$ cat config.mk
export PLATFORM = sky130hd
export DESIGN_NAME = iob_bus_arbiter_flat
export DESIGN_NICKNAME = d
export VERILOG_FILES = /design/src/rtl/iob_bus_arbiter_if.sv /design/src/rtl/iob_bus_arbiter.sv /design/src/flat_wrapper.sv
export SDC_FILE = /design/constraint.sdc
export NUM_CORES = 1
export LEC_CHECK = 0
export BUFFER_PORTS_ARGS = -buffer_cell sky130_fd_sc_hd__buf_2
export CAP_MARGIN = 5
export CORE_AREA = 2 2 122 124
export CTS_CLUSTER_DIAMETER = 120
export DETAILED_ROUTE_END_ITERATION = 6
export DIE_AREA = 0 0 124 126
export PLACE_DENSITY_LB_ADDON = 0.2
export SLEW_MARGIN = 20
export SYNTH_ARGS = -nofsm -noshare
export SYNTH_HDL_FRONTEND = slang
export SYNTH_SLANG_ARGS = --single-unit
export TNS_END_PERCENT = 20
$ cat constraint.sdc
create_clock -name clk -period 1.6 [get_ports clk]
set_input_delay 0 -clock clk [delete_from_list [all_inputs] [get_ports clk]]
set_output_delay 0 -clock clk [all_outputs]
set_load 0.03 [all_outputs]
$ cat src/rtl/iob_bus_arbiter_if.sv
// iob_bus_arbiter_if
//   Native valid/ready bus bundle for the two-master / one-slave arbiter.
//   m0_* / m1_* : requesting masters (instruction bus, data bus)
//                 valid/addr/wdata/wstrb toward the arbiter, rdata/ready back
//   s_*         : shared slave port (valid/addr/wdata/wstrb out, rdata/ready in)
//   Modports:
//     master - the arbiter's view: it masters the shared slave port and
//              answers both requesting masters.
//     slave  - the surrounding system's view (masters plus memory).
interface iob_bus_arbiter_if #(
    parameter int unsigned ADDR_W = 32,
    parameter int unsigned DATA_W = 32
);
    logic                  m0_valid;
    logic [ADDR_W-1:0]     m0_addr;
    logic [DATA_W-1:0]     m0_wdata;
    logic [DATA_W/8-1:0]   m0_wstrb;
    logic [DATA_W-1:0]     m0_rdata;
    logic                  m0_ready;

    logic                  m1_valid;
    logic [ADDR_W-1:0]     m1_addr;
    logic [DATA_W-1:0]     m1_wdata;
    logic [DATA_W/8-1:0]   m1_wstrb;
    logic [DATA_W-1:0]     m1_rdata;
    logic                  m1_ready;

    logic                  s_valid;
    logic [ADDR_W-1:0]     s_addr;
    logic [DATA_W-1:0]     s_wdata;
    logic [DATA_W/8-1:0]   s_wstrb;
    logic [DATA_W-1:0]     s_rdata;
    logic                  s_ready;

    modport master (
        input  m0_valid, m0_addr, m0_wdata, m0_wstrb,
        output m0_rdata, m0_ready,
        input  m1_valid, m1_addr, m1_wdata, m1_wstrb,
        output m1_rdata, m1_ready,
        output s_valid, s_addr, s_wdata, s_wstrb,
        input  s_rdata, s_ready
    );

    modport slave (
        output m0_valid, m0_addr, m0_wdata, m0_wstrb,
        input  m0_rdata, m0_ready,
        output m1_valid, m1_addr, m1_wdata, m1_wstrb,
        input  m1_rdata, m1_ready,
        input  s_valid, s_addr, s_wdata, s_wstrb,
        output s_rdata, s_ready
    );
endinterface

$ cat src/rtl/iob_bus_arbiter.sv
// iob_bus_arbiter
//   Two-master / one-slave arbiter for the native valid/ready memory bus.
//   The grant is held for one whole transaction; ties are resolved
//   round-robin (FIXED_PRIO=0) or always in favour of master 1.
//   A watchdog completes a stalled transaction with ERR_DATA.
//   Ports:
//     clk, resetn : clock, asynchronous active-low reset
//     bus         : master/slave bundle (iob_bus_arbiter_if.master)
//     busy        : high while a transaction is in flight
//     owner       : current or last granted master
//     timeout     : one-cycle pulse when the watchdog fires
//     err_cnt     : saturating count of watchdog timeouts
module iob_bus_arbiter #(
    parameter int unsigned       ADDR_W     = 32,
    parameter int unsigned       DATA_W     = 32,
    parameter int unsigned       FIXED_PRIO = 0,
    parameter int unsigned       TIMEOUT_W  = 8,
    parameter logic [DATA_W-1:0] ERR_DATA   = 32'hDEADBEEF
) (
    input  logic                clk,
    input  logic                resetn,
    iob_bus_arbiter_if.master   bus,
    output logic                busy,
    output logic                owner,
    output logic                timeout,
    output logic [7:0]          err_cnt
);
    localparam int unsigned CW = (TIMEOUT_W > 0) ? TIMEOUT_W : 1;
    localparam logic [CW-1:0] CNT_MAX = '1;

    typedef enum logic {IDLE, BUSY} state_t;

    state_t        state_q, state_d;
    logic          owner_q, owner_d;
    logic [CW-1:0] cnt_q, cnt_d;
    logic [7:0]    err_cnt_q, err_cnt_d;

    logic              in_busy;
    logic              own_valid;
    logic              expire;
    logic              done;
    logic [DATA_W-1:0] rsp_data;

    // Datapath: live mux of the owner onto the slave port, responses
    // routed back with no added latency.
    always_comb begin
        in_busy   = (state_q == BUSY);
        own_valid = owner_q ? bus.m1_valid : bus.m0_valid;
        // A slave answer in the expiry cycle wins over the watchdog.
        expire    = (TIMEOUT_W != 0) && in_busy && own_valid &&
                    !bus.s_ready && (cnt_q == CNT_MAX);
        // An owner that drops valid mid-transaction gets no ready.
        done      = in_busy && own_valid && (bus.s_ready || expire);
        rsp_data  = expire ? ERR_DATA : bus.s_rdata;

        bus.s_valid = in_busy && own_valid && !expire;
        bus.s_addr  = '0;
        bus.s_wdata = '0;
        bus.s_wstrb = '0;
        if (in_busy) begin
            bus.s_addr  = owner_q ? bus.m1_addr  : bus.m0_addr;
            bus.s_wdata = owner_q ? bus.m1_wdata : bus.m0_wdata;
            bus.s_wstrb = owner_q ? bus.m1_wstrb : bus.m0_wstrb;
        end

        bus.m0_ready = done && !owner_q;
        bus.m1_ready = done &&  owner_q;
        bus.m0_rdata = (in_busy && !owner_q) ? rsp_data : '0;
        bus.m1_rdata = (in_busy &&  owner_q) ? rsp_data : '0;
        timeout      = expire;
    end

    // Next-state logic.
    always_comb begin
        state_d   = state_q;
        owner_d   = owner_q;
        cnt_d     = cnt_q;
        err_cnt_d = err_cnt_q;
        case (state_q)
            IDLE: begin
                cnt_d = '0;
                if (bus.m0_valid || bus.m1_valid) begin
                    state_d = BUSY;
                    if (bus.m0_valid && bus.m1_valid)
                        owner_d = (FIXED_PRIO != 0) ? 1'b1 : !owner_q;
                    else
                        owner_d = bus.m1_valid;
                end
            end
            BUSY: begin
                if (!own_valid || bus.s_ready || expire) begin
                    state_d = IDLE;
                    cnt_d   = '0;
                end else begin
                    cnt_d = cnt_q + CW'(1);
                end
            end
            default: state_d = IDLE;
        endcase
        if (expire && (err_cnt_q != 8'hFF))
            err_cnt_d = err_cnt_q + 8'd1;
    end

    always_ff @(posedge clk or negedge resetn) begin
        if (!resetn) begin
            state_q   <= IDLE;
            owner_q   <= 1'b1;
            cnt_q     <= '0;
            err_cnt_q <= '0;
        end else begin
            state_q   <= state_d;
            owner_q   <= owner_d;
            cnt_q     <= cnt_d;
            err_cnt_q <= err_cnt_d;
        end
    end

    assign busy    = in_busy;
    assign owner   = owner_q;
    assign err_cnt = err_cnt_q;
endmodule

$ cat src/flat_wrapper.sv
// flat-port wrapper written by rule: the top's interface ports become plain ports
module iob_bus_arbiter_flat 
#(
    parameter int unsigned       ADDR_W     = 32,
    parameter int unsigned       DATA_W     = 32,
    parameter int unsigned       FIXED_PRIO = 0,
    parameter int unsigned       TIMEOUT_W  = 8,
    parameter logic [DATA_W-1:0] ERR_DATA   = 32'hDEADBEEF
)
  (clk, resetn, busy, owner, timeout, err_cnt, bus_m0_valid, bus_m0_addr, bus_m0_wdata, bus_m0_wstrb, bus_m0_rdata, bus_m0_ready, bus_m1_valid, bus_m1_addr, bus_m1_wdata, bus_m1_wstrb, bus_m1_rdata, bus_m1_ready, bus_s_valid, bus_s_addr, bus_s_wdata, bus_s_wstrb, bus_s_rdata, bus_s_ready);
  iob_bus_arbiter_if #(.ADDR_W(ADDR_W), .DATA_W(DATA_W)) bus_i ();
  input  logic clk;
  input  logic resetn;
  output logic busy;
  output logic owner;
  output logic timeout;
  output logic [7:0] err_cnt;
  input wire logic [$bits(bus_i.m0_valid)-1:0] bus_m0_valid;
  input wire logic [$bits(bus_i.m0_addr)-1:0] bus_m0_addr;
  input wire logic [$bits(bus_i.m0_wdata)-1:0] bus_m0_wdata;
  input wire logic [$bits(bus_i.m0_wstrb)-1:0] bus_m0_wstrb;
  output wire logic [$bits(bus_i.m0_rdata)-1:0] bus_m0_rdata;
  output wire logic [$bits(bus_i.m0_ready)-1:0] bus_m0_ready;
  input wire logic [$bits(bus_i.m1_valid)-1:0] bus_m1_valid;
  input wire logic [$bits(bus_i.m1_addr)-1:0] bus_m1_addr;
  input wire logic [$bits(bus_i.m1_wdata)-1:0] bus_m1_wdata;
  input wire logic [$bits(bus_i.m1_wstrb)-1:0] bus_m1_wstrb;
  output wire logic [$bits(bus_i.m1_rdata)-1:0] bus_m1_rdata;
  output wire logic [$bits(bus_i.m1_ready)-1:0] bus_m1_ready;
  output wire logic [$bits(bus_i.s_valid)-1:0] bus_s_valid;
  output wire logic [$bits(bus_i.s_addr)-1:0] bus_s_addr;
  output wire logic [$bits(bus_i.s_wdata)-1:0] bus_s_wdata;
  output wire logic [$bits(bus_i.s_wstrb)-1:0] bus_s_wstrb;
  input wire logic [$bits(bus_i.s_rdata)-1:0] bus_s_rdata;
  input wire logic [$bits(bus_i.s_ready)-1:0] bus_s_ready;
  assign bus_i.m0_valid = bus_m0_valid;
  assign bus_i.m0_addr = bus_m0_addr;
  assign bus_i.m0_wdata = bus_m0_wdata;
  assign bus_i.m0_wstrb = bus_m0_wstrb;
  assign bus_m0_rdata = bus_i.m0_rdata;
  assign bus_m0_ready = bus_i.m0_ready;
  assign bus_i.m1_valid = bus_m1_valid;
  assign bus_i.m1_addr = bus_m1_addr;
  assign bus_i.m1_wdata = bus_m1_wdata;
  assign bus_i.m1_wstrb = bus_m1_wstrb;
  assign bus_m1_rdata = bus_i.m1_rdata;
  assign bus_m1_ready = bus_i.m1_ready;
  assign bus_s_valid = bus_i.s_valid;
  assign bus_s_addr = bus_i.s_addr;
  assign bus_s_wdata = bus_i.s_wdata;
  assign bus_s_wstrb = bus_i.s_wstrb;
  assign bus_i.s_rdata = bus_s_rdata;
  assign bus_i.s_ready = bus_s_ready;
  iob_bus_arbiter #(.ADDR_W(ADDR_W), .DATA_W(DATA_W), .FIXED_PRIO(FIXED_PRIO), .TIMEOUT_W(TIMEOUT_W), .ERR_DATA(ERR_DATA)) u_core (.clk(clk), .resetn(resetn), .bus(bus_i), .busy(busy), .owner(owner), .timeout(timeout), .err_cnt(err_cnt));
endmodule
; ---- Word-level counts from Yosys, hierarchy flattened
; Cells that the tools add are included.
[word_totals]
register_bits = 18
latchBits = 0
mem_bits_rw = 0
rom_bits = 0
out_inout_bits = 146
memories = 0
[classes]
n_addsub = 2
mul = 0
n_div = 0
magnitude_cmp = 0
eq_ne = 2
n_shift = 0
muxes = 16
bitwise_logic = 1
n_reduce_logical = 20
[op_table]
columns = operator, n
row1 = 32-bit two-way mux, 7
row2 = "8-bit by 1-bit adder with 8-bit output, second input constant", 2
row3 = 8-bit case mux with 2 select lines, 1
row4 = 1-bit logical AND, 11
row5 = "8-bit == test, second input constant", 1
row6 = 4-bit two-way mux, 2
row7 = 8-bit two-way mux, 1
row8 = "8-bit != test, second input constant", 1
row9 = 1-bit zero test, 4
row10 = 1-bit logical OR, 4
row11 = 1-bit two-way mux, 4
row12 = 1-bit case mux with 2 select lines, 1
row13 = 2-bit AND reduction, 1
row14 = 1-bit NOT, 1

; ---- Depth between registers and ports, before layout
; Gate-level depths: netlist of run 1.
[logic_depth]
word_depth = 7
mapped_depth = 6
mapped_depth_nobuf = 5

; ---- Least setup slack after synthesis of run 1
; OpenSTA, ideal clock, no wires.
[synth_path]
kind = register to register
start = register u_core.err_cnt_q[0], in the netlist u_core.err_cnt[0]
end = register u_core.err_cnt_q[1], in the netlist u_core.err_cnt[1]
setup_ns = 0.125
arrival_time_ns = 1.709
required_time_ns = 1.475
setup_slack_ns = -0.234
path_stages_with_launch = 6
synth_period_minus_slack_ns = 1.834
cell_sequence = dfrtp_1 ha_1 nand2_1 nor3_1 and2b_2 mux2_2
[synth_via]
elab_chain_len = 2
[synth_rtl]
columns = item, line
row1 = from (decl), iob_bus_arbiter.sv:36  ; logic [7:0] err_cnt_q, err_cnt_d;
row2 = from (signal assigned), iob_bus_arbiter.sv:114  ; err_cnt_q <= err_cnt_d;
row3 = "parallel branches: the longest is 2 deep, another holds 8-bit by 1-bit adder with 8-bit output", n/a
; Several ways; the timed one is not identified.
; A chain may end at the register's enable or synchronous reset.

; ---- Worst setup path after layout of run 1
[layout_path]
start = register u_core.owner_q, in the netlist u_core.owner
end = output port bus_m0_rdata[28]
[layout_via]
elab_chain_len = 6
[layout_rtl]
columns = item, line
row1 = from (decl), iob_bus_arbiter.sv:34  ; logic owner_q, owner_d;
row2 = from (signal assigned), iob_bus_arbiter.sv:112  ; owner_q <= owner_d;
row3 = 1-bit two-way mux, iob_bus_arbiter.sv:48  ; own_valid = owner_q ? bus.m1_valid : bus.m0_valid;
row4 = 1-bit logical AND (2 in series), iob_bus_arbiter.sv:50  ; expire = (TIMEOUT_W != 0) && in_busy && own_valid &&
row5 = 1-bit logical AND, iob_bus_arbiter.sv:51  ; !bus.s_ready && (cnt_q == CNT_MAX);
row6 = 32-bit two-way mux, iob_bus_arbiter.sv:54  ; rsp_data = expire ? ERR_DATA : bus.s_rdata;
row7 = 32-bit two-way mux (*), iob_bus_arbiter.sv:68  ; bus.m0_rdata = (in_busy && !owner_q) ? rsp_data : '0;
row8 = to (decl), flat_wrapper.sv:22  ; output wire logic [$bits(bus_i.m0_rdata)-1:0] bus_m0_rdata;
; Every way passes the cells marked *; elsewhere a longest branch is shown, timed or not.

==> results of run 1 <==
[how the worst max path moves through the flow]
stage                                   from                             to  depth (start not counted)
floorplan           u_core.owner$_DFFE_PN1P_  u_core.err_cnt[1]$_DFFE_PN0P_                          4
global placement    u_core.owner$_DFFE_PN1P_               bus_m1_rdata[17]                          6
detailed placement  u_core.owner$_DFFE_PN1P_  u_core.err_cnt[5]$_DFFE_PN0P_                          6
CTS                 u_core.owner$_DFFE_PN1P_               bus_m0_rdata[10]                          5
global route        u_core.owner$_DFFE_PN1P_                bus_m0_rdata[0]                          5
finish              u_core.owner$_DFFE_PN1P_               bus_m0_rdata[28]                          5
[final cells by class]
| cell class | instances | area (um2) |
|---|---|---|
| fillers | 1469 | 8865 |
| multi-input cells | 274 | 2056 |
| well taps | 184 | 230.2 |
| repair buffers | 359 | 2609 |
| clock buffers | 4 | 88.84 |
| inverters | 2 | 7.507 |
| flip-flops and latches | 18 | 457.9 |
[tightest hold or removal path, delay by kind of cell]
| family | cells | cell delay [ns] |
|---|---|---|
| buf+inv | 1 | 0.13 |
| compound gates | 2 | 0.19 |
[routing by layer]
metal | share of wire | GRT usage | vias to the layer above
li1 | - | - | 1763
met1 | 0.40 | 0.1910 | 1629
met2 | 0.50 | 0.2841 | 201
met3 | 0.082 | 0.02717 | 19
met4 | 0.016 | 0.03040 | 2
met5 | 0.00098 | 0 | -
[power by group through the flow]
stage | sequential [mW] | combinational, mW | clock [mW]
final | 0.524 | 7.27 | 0.569
after global routing | 0.529 | 7.65 | 0.609
after CTS | 0.524 | 7.28 | 0.584
after global placement | 0.529 | 5.88 | 0
after detailed placement | 0.533 | 5.90 | 0
after floorplan | 0.578 | 4.04 | 0
[cell families after synthesis]
group,after synthesis
AO/OA/AOI/OAI,55
AND/OR/NAND/NOR,136
flip-flops,18
buffers and inverters,29
XOR/XNOR,10
multiplexers,71
adder cells (fa/ha/maj),2
[through the flow]
| stage | power [mW] | instance area (um2) | TNS [ns] | hold WS [ns] |
|---|---|---|---|---|
| 4_1_cts | 8.384 | 5433 | -42.71 | 0.07683 |
| 6_report | 8.359 | 5449 | -40.80 | 0.07689 |
| 3_3_place_gp | 6.409 | 4598 | -15.77 | -0.03756 |
| 5_1_grt | 8.792 | 5449 | -54.36 | 0.09864 |
| 3_5_place_dp | 6.437 | 4598 | -18.25 | -0.03031 |
| 2_1_floorplan | 4.615 | 2618 | -10.66 | -0.2956 |
[timing repair]
action | CTS | global route
hold buffers | 2 | 0
pin swaps | 18 | 5
setup buffers | 15 | 0
cloned | 2 | 0
gates resized for setup | 222 | 6
hold endpoints to repair | 18 | 0
setup endpoints to repair | 138 | 146
[layout by cell type (no fill, tap or decap), drive strengths merged]
cell type / Yosys / layout
o21ai: 1 / 1
dfstp: 1 / 1
o21a: 48 / 48
and2b: 2 / 2
xnor2: 4 / 4
nand4: 1 / 1
clkbuf: 13 / 4
nand2: 8 / 8
nand3: 8 / 8
bufbuf: 0 / 1
a21oi: 4 / 4
mux2: 3 / 3
and3: 3 / 3
a31oi: 2 / 2
nor2b: 1 / 1
nor2: 87 / 87
dfrtp: 17 / 17
and2: 17 / 17
nor3b: 1 / 1
or2: 2 / 2
mux2i: 68 / 68
nor3: 2 / 2
inv: 2 / 2
nor4b: 2 / 2
nand2b: 2 / 2
ha: 2 / 2
dlygate4sd3: 0 / 2
buf: 14 / 356
xor2: 6 / 6
[sequential cells by signal, indices dropped and copies added (netlist names)]
signal	flops
u_core.err_cnt	8
u_core.busy	1
u_core.cnt_q	8
u_core.owner	1
==> metrics, run 1 <==
result of the run finished with violations; violated checks negative setup slack; ranking of synthesized cells by area mux2i_1, dfrtp_1, o21a_1, nor2_1, and2_1; number of setup violations in the final report 144; Cells after Synth 321; worst reg2reg startpoint u_core.owner$_DFFE_PN1P_; hold path endpoint u_core.owner$_DFFE_PN1P_; xor/xnor share of the synthesized area 0.03514; count of cells along the worst register-to-register path 5; Num CTS Buffers 3; largest net degree at the start of global routing 55; series of cell instances along the critical path mux2_4, nor4b_4, buf_12, o21a_2, buf_4; final wirelength roughly 13 mm; routability-driven placement congestion ratio 0.9484; IR Drop Worst-Case VDD between 0.7 and 0.8 mV; share of synthesized area occupied by flip-flops and latches 0.1812; Clock Pin Slew Worst Setup and Hold Paths 0.06 ns; YS warnings 0; clock tree from TritonCTS done; crit path capture type primary output; transition time at the pin with the least slew margin 0.4415 ns; Final Slew Violations 0; fraction of the mapped netlist area in adder cells 0.01004; clock network fraction of total power 0.068; top-count cell post-synth nor2_1; share of synthesized area spent on multiplexers 0.2882; detailed router's first-iteration violation count 120; horizontal extent of the die ~120 um; Total GRT Usage 0.1561; H-tree levels 1; number of distinct standard cells referenced by the synthesized netlist 33; first-pass GRT wire length about 19 mm; worst relative slew slack 0.7057; final non-filler cell total 841; type of the tightest min-delay check input pin to register; Final Worst Setup Slack -0.4218 ns; cell at the slowest stage of the critical path dfstp_4; flip-flop and latch count after synthesis 18; Clock Tree Root clkbuf_16; share of final-layout standard cells stronger than drive strength 1 0.6530; via density per instance roughly 4.3; register-to-register setup slack -0.37 ns; n_diodes 0; simple-gate area share of the yosys netlist 0.2600; Cell Int Power around 4.1 mW; unrepaired setup endpoints after global routing yes; most numerous cell types in the synthesized netlist nor2_1, mux2i_1, o21a_1, and2_1, dfrtp_1; Placement Rows 44; synthesized net count 496; critical path's largest stage delay between 0.6 and 0.7 ns; average instance area after synthesis 7.764 um2; combinational family with the most area after synthesis multiplexers; worst slack at placement -0.3442 ns; Crit Path Max Fanout 54; maximum count of clock buffers along a single path 2; share of power burned in combinational logic 0.869; fraction of the mapped netlist area in compound gates 0.1596; number of sinks driven by the clock tree 18; area of the die 15620 um2; Die Y 126 um; DR DRC count 0; via count of the first global-routing pass 3563; combined buffer and inverter count along the critical path 2; Worst path top cell family by delay flip-flops; Top Ports 319; worst hold path startpoint bus_m1_valid; most common flop cell mapped by yosys dfrtp_1; DR vias 3614; critical path launch point type register; cell area after technology mapping 2492 um2; net switching power figure ~4.3 mW; share of total power in sequential cells 0.063; fraction of the cycle the final worst path needs 1.264; worst setup path category register to primary output; Max Clock Freq 494.6 MHz; Wirelength per Cell between 15 and 20 um; final number of hold-violating endpoints 0; initial core utilization 0.1741; fraction of power spent switching nets 0.5138; endpoint of the lowest-slack register-to-register path u_core.err_cnt[5]$_DFFE_PN0P_; post-DP HPWL 10.83 mm; remaining number of nets flagged by the antenna check after routing 0; number of instances in the placed design ~830; placeable core area 14310 um2; count of input and output buffers 318; library cell with the largest summed area after synthesis mux2i_1; initial antenna violation count 4; final setup skew 0.002011 ns; GR Overflow Total 0; first drt pass iteration count 5; source-to-sink clock delay at the later pin of the worst-skew pair 0.25 ns; power per unit of standard cell area approximately 1500 nW/um2; area share of the largest cell type after synthesis 0.2731; Data arrival, critical path 2.02 ns; area overhead of the layout relative to synthesis 118.6%; max-capacitance violation count 0; FFs w/ async S/R, synth 1.000; worst hold path stage count 3; Static Leakage 3.045 nW; number of enable flip-flop cells after synthesis 0; number of nets in the finished design 833; clock period minus final worst setup slack 2.022 ns; Final Core Density 0.3807; Required @ worst endpoint 1.60 ns
Power figures use the tool's default switching activity.
==> inputs of run 2 (changes only) <==
--- a/config.mk
+++ b/config.mk
@@ -5,6 +5,7 @@
 export SDC_FILE = /design/constraint.sdc
 export NUM_CORES = 1
 export LEC_CHECK = 0
+export ABC_AREA = 1
 export BUFFER_PORTS_ARGS = -buffer_cell sky130_fd_sc_hd__buf_2
 export CAP_MARGIN = 5
 export CORE_AREA = 2 2 122 124
==> constraint.sdc (replaced) <==
create_clock -name clk -period 2.05 [get_ports clk]
set_input_delay 0 -clock clk [delete_from_list [all_inputs] [get_ports clk]]
set_output_delay 0 -clock clk [all_outputs]
set_load 0.03 [all_outputs]
==> run 2 against run 1 <==
Effect of this change: the flow now finishes without violations; sequential power is 18% lower; synthesized cell count shrank 0.62%; worst setup slack improved by 0.48 ns; via count is 3.3% lower; die area unchanged; sequential share of layout area grew 2.5 points; critical path depth is 3 higher; non-clock buffer count decreased by 28; cell count fell by 3.3%; register-to-register slack better by 0.75 ns.
==> metrics, run 2 <==
number of enable flip-flop cells after synthesis 0 (unchanged); combined buffer and inverter count along the critical path 2 (unchanged); cell at the slowest stage of the critical path dfstp_2; IR Drop Worst-Case VDD 0.6092 mV (-16%); top-count cell post-synth nor2_1; clock tree from TritonCTS done; transition time at the pin with the least slew margin 0.5379 ns (+0.09637 ns); first-pass GRT wire length 17.84 mm (-4.5%); library cell with the largest summed area after synthesis a22o_1; total negative setup slack 0 ns (+40.80 ns); Crit Path Max Fanout 12 (-78%); initial antenna violation count 2 (-2); max-capacitance violation count 0 (unchanged); via count of the first global-routing pass 3184 (-11%); Data arrival, critical path 1.99 ns (-0.03 ns); number of setup violations in the final report 0 (-100%); Die Y 126 um (unchanged); series of cell instances along the critical path nand3_2, nand2_2, nand2_4, nor2_4, clkbuf_16, nor2_1, nor2_1, buf_2; Cell Int Power 2.173 mW (-47%); net switching power figure 3.593 mW (-16%); most frequent standard cell in the layout excluding fill and tap cells buf_2; Wirelength per Cell 16.63 um (+4.9%); Top Ports 319 (unchanged); ranking of synthesized cells by area a22o_1, dfrtp_1, nor2_1, nand2_1, nor3_1; crit path capture type primary output; fraction of the cycle the final worst path needs 0.9705; Total GRT Usage 0.1488 (-0.007295); clock network fraction of total power 0.077 (+0.009); first drt pass iteration count 4 (-1); DR vias 3494 (-3.3%); most numerous cell types in the synthesized netlist nor2_1, a22o_1, nand2_1, inv_1, nor3_1; average instance area after synthesis 6.511 um2 (-16%); Max Clock Freq slightly above 500 MHz; final number of hold-violating endpoints 0 (unchanged); Clock Tree Root clkbuf_16; initial core utilization 0.1451 (-0.02902); share of power burned in combinational logic 0.849 (-0.020); placeable core area 14310 um2 (unchanged); number of distinct standard cells referenced by the synthesized netlist 23 (-30%); critical path's largest stage delay 0.60 ns (about the same); Design Area, Final 4160 um2 (-24%); cell area after technology mapping 2077 um2 (-17%); unrepaired setup endpoints after global routing yes; total cell area at the placement stage 3856 um2 (-16%); worst setup path category register to primary output; worst slack at placement 0.2485 ns (+0.5928 ns); CP dominant cell by count nor2_1; result of the run finished clean; area overhead of the layout relative to synthesis 100.3%; horizontal extent of the die 124 um (unchanged); Cells after Synth 319 (-0.62%); type of the tightest min-delay check input pin to register; area of the die 15620 um2 (unchanged); power per unit of standard cell area 1386 nW/um2 (-9.6%); source-to-sink clock delay at the later pin of the worst-skew pair 0.26 ns (about the same); fraction of power spent switching nets 0.6231 (+0.1093); final setup skew 0.007754 ns (+0.005743 ns); detailed router's first-iteration violation count 196 (+63%); post-route total power 5.766 mW (-31%); maximum count of clock buffers along a single path 2 (unchanged); Placement Rows 44 (unchanged); H-tree levels 1 (unchanged); Final Slew Violations 0 (unchanged); post-DP HPWL 10.91 mm (+0.75%); largest net degree at the start of global routing 59 (+7.3%); area share of the largest cell type after synthesis 0.2867 (+0.01365); Worst path top cell family by delay simple AND/OR/NAND/NOR gates; via density per instance 4.298 (about the same); count of input and output buffers 318 (unchanged); DR DRC count 0 (unchanged); share of total power in sequential cells 0.075 (+0.012); most common flop cell mapped by yosys dfrtp_1; FFs w/ async S/R, synth 1.000 (unchanged); n_diodes 0 (unchanged); flip-flop and latch count after synthesis 18 (unchanged); number of nets in the finished design 805 (-3.4%); synthesized net count 494 (-0.40%); share of final-layout standard cells stronger than drive strength 1 0.5533 (-0.09971); Final Core Density 0.2906 (-0.09004); Num CTS Buffers 3 (unchanged); GR Overflow Total 0 (unchanged); share of synthesized area occupied by flip-flops and latches 0.2175 (+0.03624); Clock Pin Slew Worst Setup and Hold Paths 0.06 ns (about the same); Static Leakage 2.508 nW (-18%); clock period minus final worst setup slack between 1.5 and 2 ns; commonest non-fill, non-tap cells in the layout buf_2, nor2_1, a22o_1, nand2_1, buf_4; routability-driven placement congestion ratio 0.8982 (-5.3%); Final Worst Setup Slack 0.06045 ns (+0.4823 ns); Required @ worst endpoint 2.05 ns (+0.45 ns); remaining number of nets flagged by the antenna check after routing 0 (unchanged); critical path launch point type register; final wirelength 13.52 mm (+1.4%); YS warnings 0 (unchanged); worst relative slew slack 0.6409 (-0.06477); number of sinks driven by the clock tree 18 (unchanged)
run 2: area by class of cell:
| class | count | area (um2) |
|---|---|---|
| timing repair buffer | 331 | 1854 |
| clock buffer | 4 | 88.84 |
| tap | 184 | 230.2 |
| sequential | 18 | 451.7 |
| multi-input combinational | 252 | 1443 |
| fill | 1627 | 10150 |
| inverter | 24 | 92.59 |
run 2: metrics by stage:
| step | cells | hold slack, ns |
|---|---|---|
| floorplan | 319 | -0.2956 |
| global placement | 800 | -0.03097 |
| detailed placement | 800 | -0.02894 |
| CTS | 807 | 0.0005950 |
| global route | 813 | 0.03203 |
| finish | 813 | 0.01427 |
run 2: power by group through the flow:
stage / clock (mW) / sequential [mW] / combinational [mW]
finish: 0.443 / 0.430 / 4.89
global route: 0.475 / 0.437 / 5.17
CTS: 0.453 / 0.433 / 4.81
detailed placement: 0 / 0.438 / 4.75
global placement: 0 / 0.433 / 4.74
floorplan: 0 / 0.460 / 3.19
run 2: final timing paths:
| path | slack, ns | from | endpoint | cells after the start |
|---|---|---|---|---|
| max reg2reg | 0.38 | u_core.err_cnt[0]$_DFFE_PN0P_ | u_core.err_cnt[3]$_DFFE_PN0P_ | 7 |
| max in group asynchronous | 1.50 | resetn | u_core.owner$_DFFE_PN1P_ | 2 |
| min in group asynchronous | 0.22 | resetn | u_core.err_cnt[2]$_DFFE_PN0P_ | 2 |
| max | 0.06 | u_core.owner$_DFFE_PN1P_ | bus_m0_rdata[27] | 8 |
| min reg2reg | 0.46 | u_core.cnt_q[0]$_DFF_PN0_ | u_core.cnt_q[0]$_DFF_PN0_ | 1 |
| min | 0.01 | bus_m1_valid | u_core.busy$_DFF_PN0_ | 3 |
run 2: logic make-up (layout without fill, tap and decap cells):
group	after synthesis	in the layout	share of synthesized area
AND/OR/NAND/NOR	168	168	0.3422
AO/OA/AOI/OAI	78	78	0.3126
XOR/XNOR	4	4	0.01687
flip-flops	18	18	0.2175
adder cells (fa/ha/maj)	2	2	0.01205
buffers and inverters	49	359	0.09880
run 2: timing repair:
| item | 4_1_cts | 5_1_grt |
|---|---|---|
| hold endpoints to repair | 17 | 0 |
| buffers inserted | 2 | 3 |
| hold buffers | 1 | 0 |
| pin swaps | 1 | 4 |
| gates cloned | 0 | 3 |
| gates resized for setup | 1 | 58 |
| setup endpoints to repair | 10 | 66 |
run 2: worst register-to-register path: stages, from the launching register on:
cell	delay, ns
dfrtp_1	0.42
ha_1	0.24
nand2_1	0.12
inv_1	0.09
nand3_2	0.18
nand3_1	0.31
nand2_1	0.14
nand2_1	0.06
run 2: layer usage:
metal / wire length [um] / track usage / up-vias / part of all wire
met3: 1649 / 0.05661 / 9 / 0.12
met4: 122 / 0.01851 / 0 / 0.0090
met1: 5086 / 0.1755 / 1575 / 0.38
li1: - / - / 1733 / -
met2: 6664 / 0.2618 / 177 / 0.49
met5: 0 / 0 / - / 0
==> inputs of run 3 (changes only) <==
--- a/config.mk
+++ b/config.mk
@@ -13,6 +13,7 @@
 export DETAILED_ROUTE_END_ITERATION = 6
 export DIE_AREA = 0 0 124 126
 export PLACE_DENSITY_LB_ADDON = 0.2
+export SETUP_SLACK_MARGIN = 0.5
 export SLEW_MARGIN = 20
 export SYNTH_ARGS = -nofsm -noshare
 export SYNTH_HDL_FRONTEND = slang
==> run 3 against run 2 <==
Effect of this change: first-iteration DRC count is 42% lower; global-route usage is 3.4 points higher; sequential share of layout area is 3.0 points lower; combinational power is 34% higher; clock-buffer cell count stayed put; non-clock buffer count is 25 higher; critical path type unchanged; largest cell class unchanged; largest power group unchanged; highest routed layer unchanged.
==> metrics, run 3 (same netlist as run 2, synthesis figures left out) <==
critical path launch point type register; clock period minus final worst setup slack 1.865 ns (-0.1247 ns); total negative setup slack 0 ns (unchanged); Max Clock Freq 536.2 MHz (+6.7%); power per unit of standard cell area 1290 nW/um2 (-6.9%); most frequent standard cell in the layout excluding fill and tap cells buf_2; largest net degree at the start of global routing 69 (+17%); GR Overflow Total 0 (unchanged); Wirelength per Cell 19.14 um (+15%); Final Slew Violations 0 (unchanged); final setup skew 0.004281 ns (-0.003473 ns); Die Y 126 um (unchanged); H-tree levels 1 (unchanged); Required @ worst endpoint 2.05 ns (about the same); maximum count of clock buffers along a single path 2 (unchanged); post-DP HPWL 12.49 mm (+15%); number of nets in the finished design 830 (+3.1%); final number of hold-violating endpoints 0 (unchanged); Num CTS Buffers 3 (unchanged); crit path capture type primary output; worst hold path stage count 4 (+1); clock tree from TritonCTS done; Top Ports 319 (unchanged); first-pass GRT wire length 21.48 mm (+20%); series of cell instances along the critical path inv_4, nand3_4, nand2_4, nand2_4, nor2_4, buf_12, buf_16, buf_12, nor3_4, buf_6; worst setup path category register to primary output; number of sinks driven by the clock tree 18 (unchanged); IR Drop Worst-Case VDD 0.7699 mV (+26%); count of cells along the worst register-to-register path 6 (-1); Crit Path Max Fanout 8 (-4); detailed router's first-iteration violation count 114 (-42%); horizontal extent of the die 124 um (unchanged); area of the die 15620 um2 (unchanged); initial core utilization 0.1451 (unchanged); final wirelength 16.04 mm (+19%); share of final-layout standard cells stronger than drive strength 1 0.8058 (+0.2526); source-to-sink clock delay at the later pin of the worst-skew pair 0.24 ns (-0.02 ns); fraction of the cycle the final worst path needs 0.9097 (-0.06084); count of input and output buffers 318 (unchanged); remaining number of nets flagged by the antenna check after routing 0 (unchanged); cell at the slowest stage of the critical path dfstp_2; placeable core area 14310 um2 (unchanged); critical path's largest stage delay 0.59 ns (about the same); n_diodes 0 (unchanged); unrepaired setup endpoints after global routing yes; Final Worst Setup Slack 0.1852 ns (+0.1247 ns); result of the run finished clean; Total GRT Usage 0.1833 (+0.03448); commonest non-fill, non-tap cells in the layout buf_2, nor2_4, a22o_2, buf_4, buf_6; via density per instance 4.430 (+3.1%); max-capacitance violation count 0 (unchanged); area overhead of the layout relative to synthesis 176.4%; Static Leakage 2.860 nW (+14%); type of the tightest min-delay check input pin to register; via count of the first global-routing pass 3604 (+13%); Clock Pin Slew Worst Setup and Hold Paths 0.05 ns (about the same); number of setup violations in the final report 0 (unchanged); DR DRC count 0 (unchanged); Placement Rows 44 (unchanged); transition time at the pin with the least slew margin 0.4033 ns (-0.1346 ns); DR vias 3712 (+6.2%); Data arrival, critical path 1.86 ns (-0.13 ns); worst slack at placement 0.2135 ns (-0.03499 ns); Clock Tree Root clkbuf_16; FILL cells 1420 (-13%); worst relative slew slack 0.7312 (+0.09026); initial antenna violation count 0 (-2); routability-driven placement congestion ratio 0.8689 (-3.3%); Final Core Density 0.4011 (+0.1105); first drt pass iteration count 4 (unchanged)
==> run 3: cell types whose count changed in the layout (fill, tap and decap cells not counted), sizes merged <==
cell	previous run	this run
bufbuf	0	1
clkbuf	11	8
buf	323	350
==> run 3: what timing repair did <==
item,CTS,global route
gates cloned,7,0
hold buffers,1,0
gates resized for setup,203,34
pin swaps,5,5
hold endpoints to repair,17,0
endpoints found under the setup margin,145,150
buffers inserted,16,5
==> run 3: path summary, 6_finish.rpt <==
| check | from | endpoint | slack [ns] |
|---|---|---|---|
| setup / recovery | u_core.owner$_DFFE_PN1P_ | bus_m1_rdata[17] | 0.19 |
| hold / removal | bus_s_ready | u_core.cnt_q[7]$_DFF_PN0_ | 0.08 |
| setup reg to reg | u_core.owner$_DFFE_PN1P_ | u_core.err_cnt[7]$_DFFE_PN0P_ | 0.29 |
| hold reg to reg | u_core.err_cnt[1]$_DFFE_PN0P_ | u_core.err_cnt[1]$_DFFE_PN0P_ | 0.53 |
| max in group asynchronous | resetn | u_core.owner$_DFFE_PN1P_ | 1.51 |
| min in group asynchronous | resetn | u_core.err_cnt[6]$_DFFE_PN0P_ | 0.21 |
==> run 3: area by class of cell <==
| cell class | count | area [um2] | area share |
|---|---|---|---|
| Tap cell | 184 | 230.2 | 0.04010 |
| Multi-Input combinational cell | 252 | 2293 | 0.3994 |
| Clock buffer | 4 | 78.83 | 0.01373 |
| Inverter | 24 | 97.59 | 0.01700 |
| Timing Repair Buffer | 356 | 2589 | 0.4509 |
| Sequential cell | 18 | 452.9 | 0.07888 |
==> run 3: power by group <==
| group | internal, mW | switching (mW) | leakage (nW) |
|---|---|---|---|
| clock network | 0.263 | 0.120 | 0.0382 |
| logic | 2.52 | 4.05 | 2.58 |
| registers | 0.390 | 0.0571 | 0.244 |
==> run 3: worst max-delay path: cells and delay by family, from the launching register on <==
family | cells | cell delay, ns
buf+inv | 5 | 0.63
flops | 1 | 0.59
simple gates | 5 | 0.39
==> run 3: layer usage <==
metal	GRT usage	part of all wire
met4	0.02908	0.015
met3	0.08967	0.14
met5	0	0
met2	0.3239	0.50
met1	0.2002	0.35
==> run 3: metrics by stage <==
| stage | instances | instance area, um2 | power, mW | hold slack (ns) |
|---|---|---|---|---|
| 6_report | 838 | 5742 | 7.406 | 0.07877 |
| 5_1_grt | 838 | 5742 | 7.747 | 0.09448 |
| 3_5_place_dp | 805 | 4542 | 6.018 | -0.04020 |
| 4_1_cts | 833 | 5595 | 7.339 | 0.07519 |
| 2_1_floorplan | 319 | 2745 | 4.402 | -0.2956 |
| 3_3_place_gp | 805 | 4542 | 6.010 | -0.03634 |
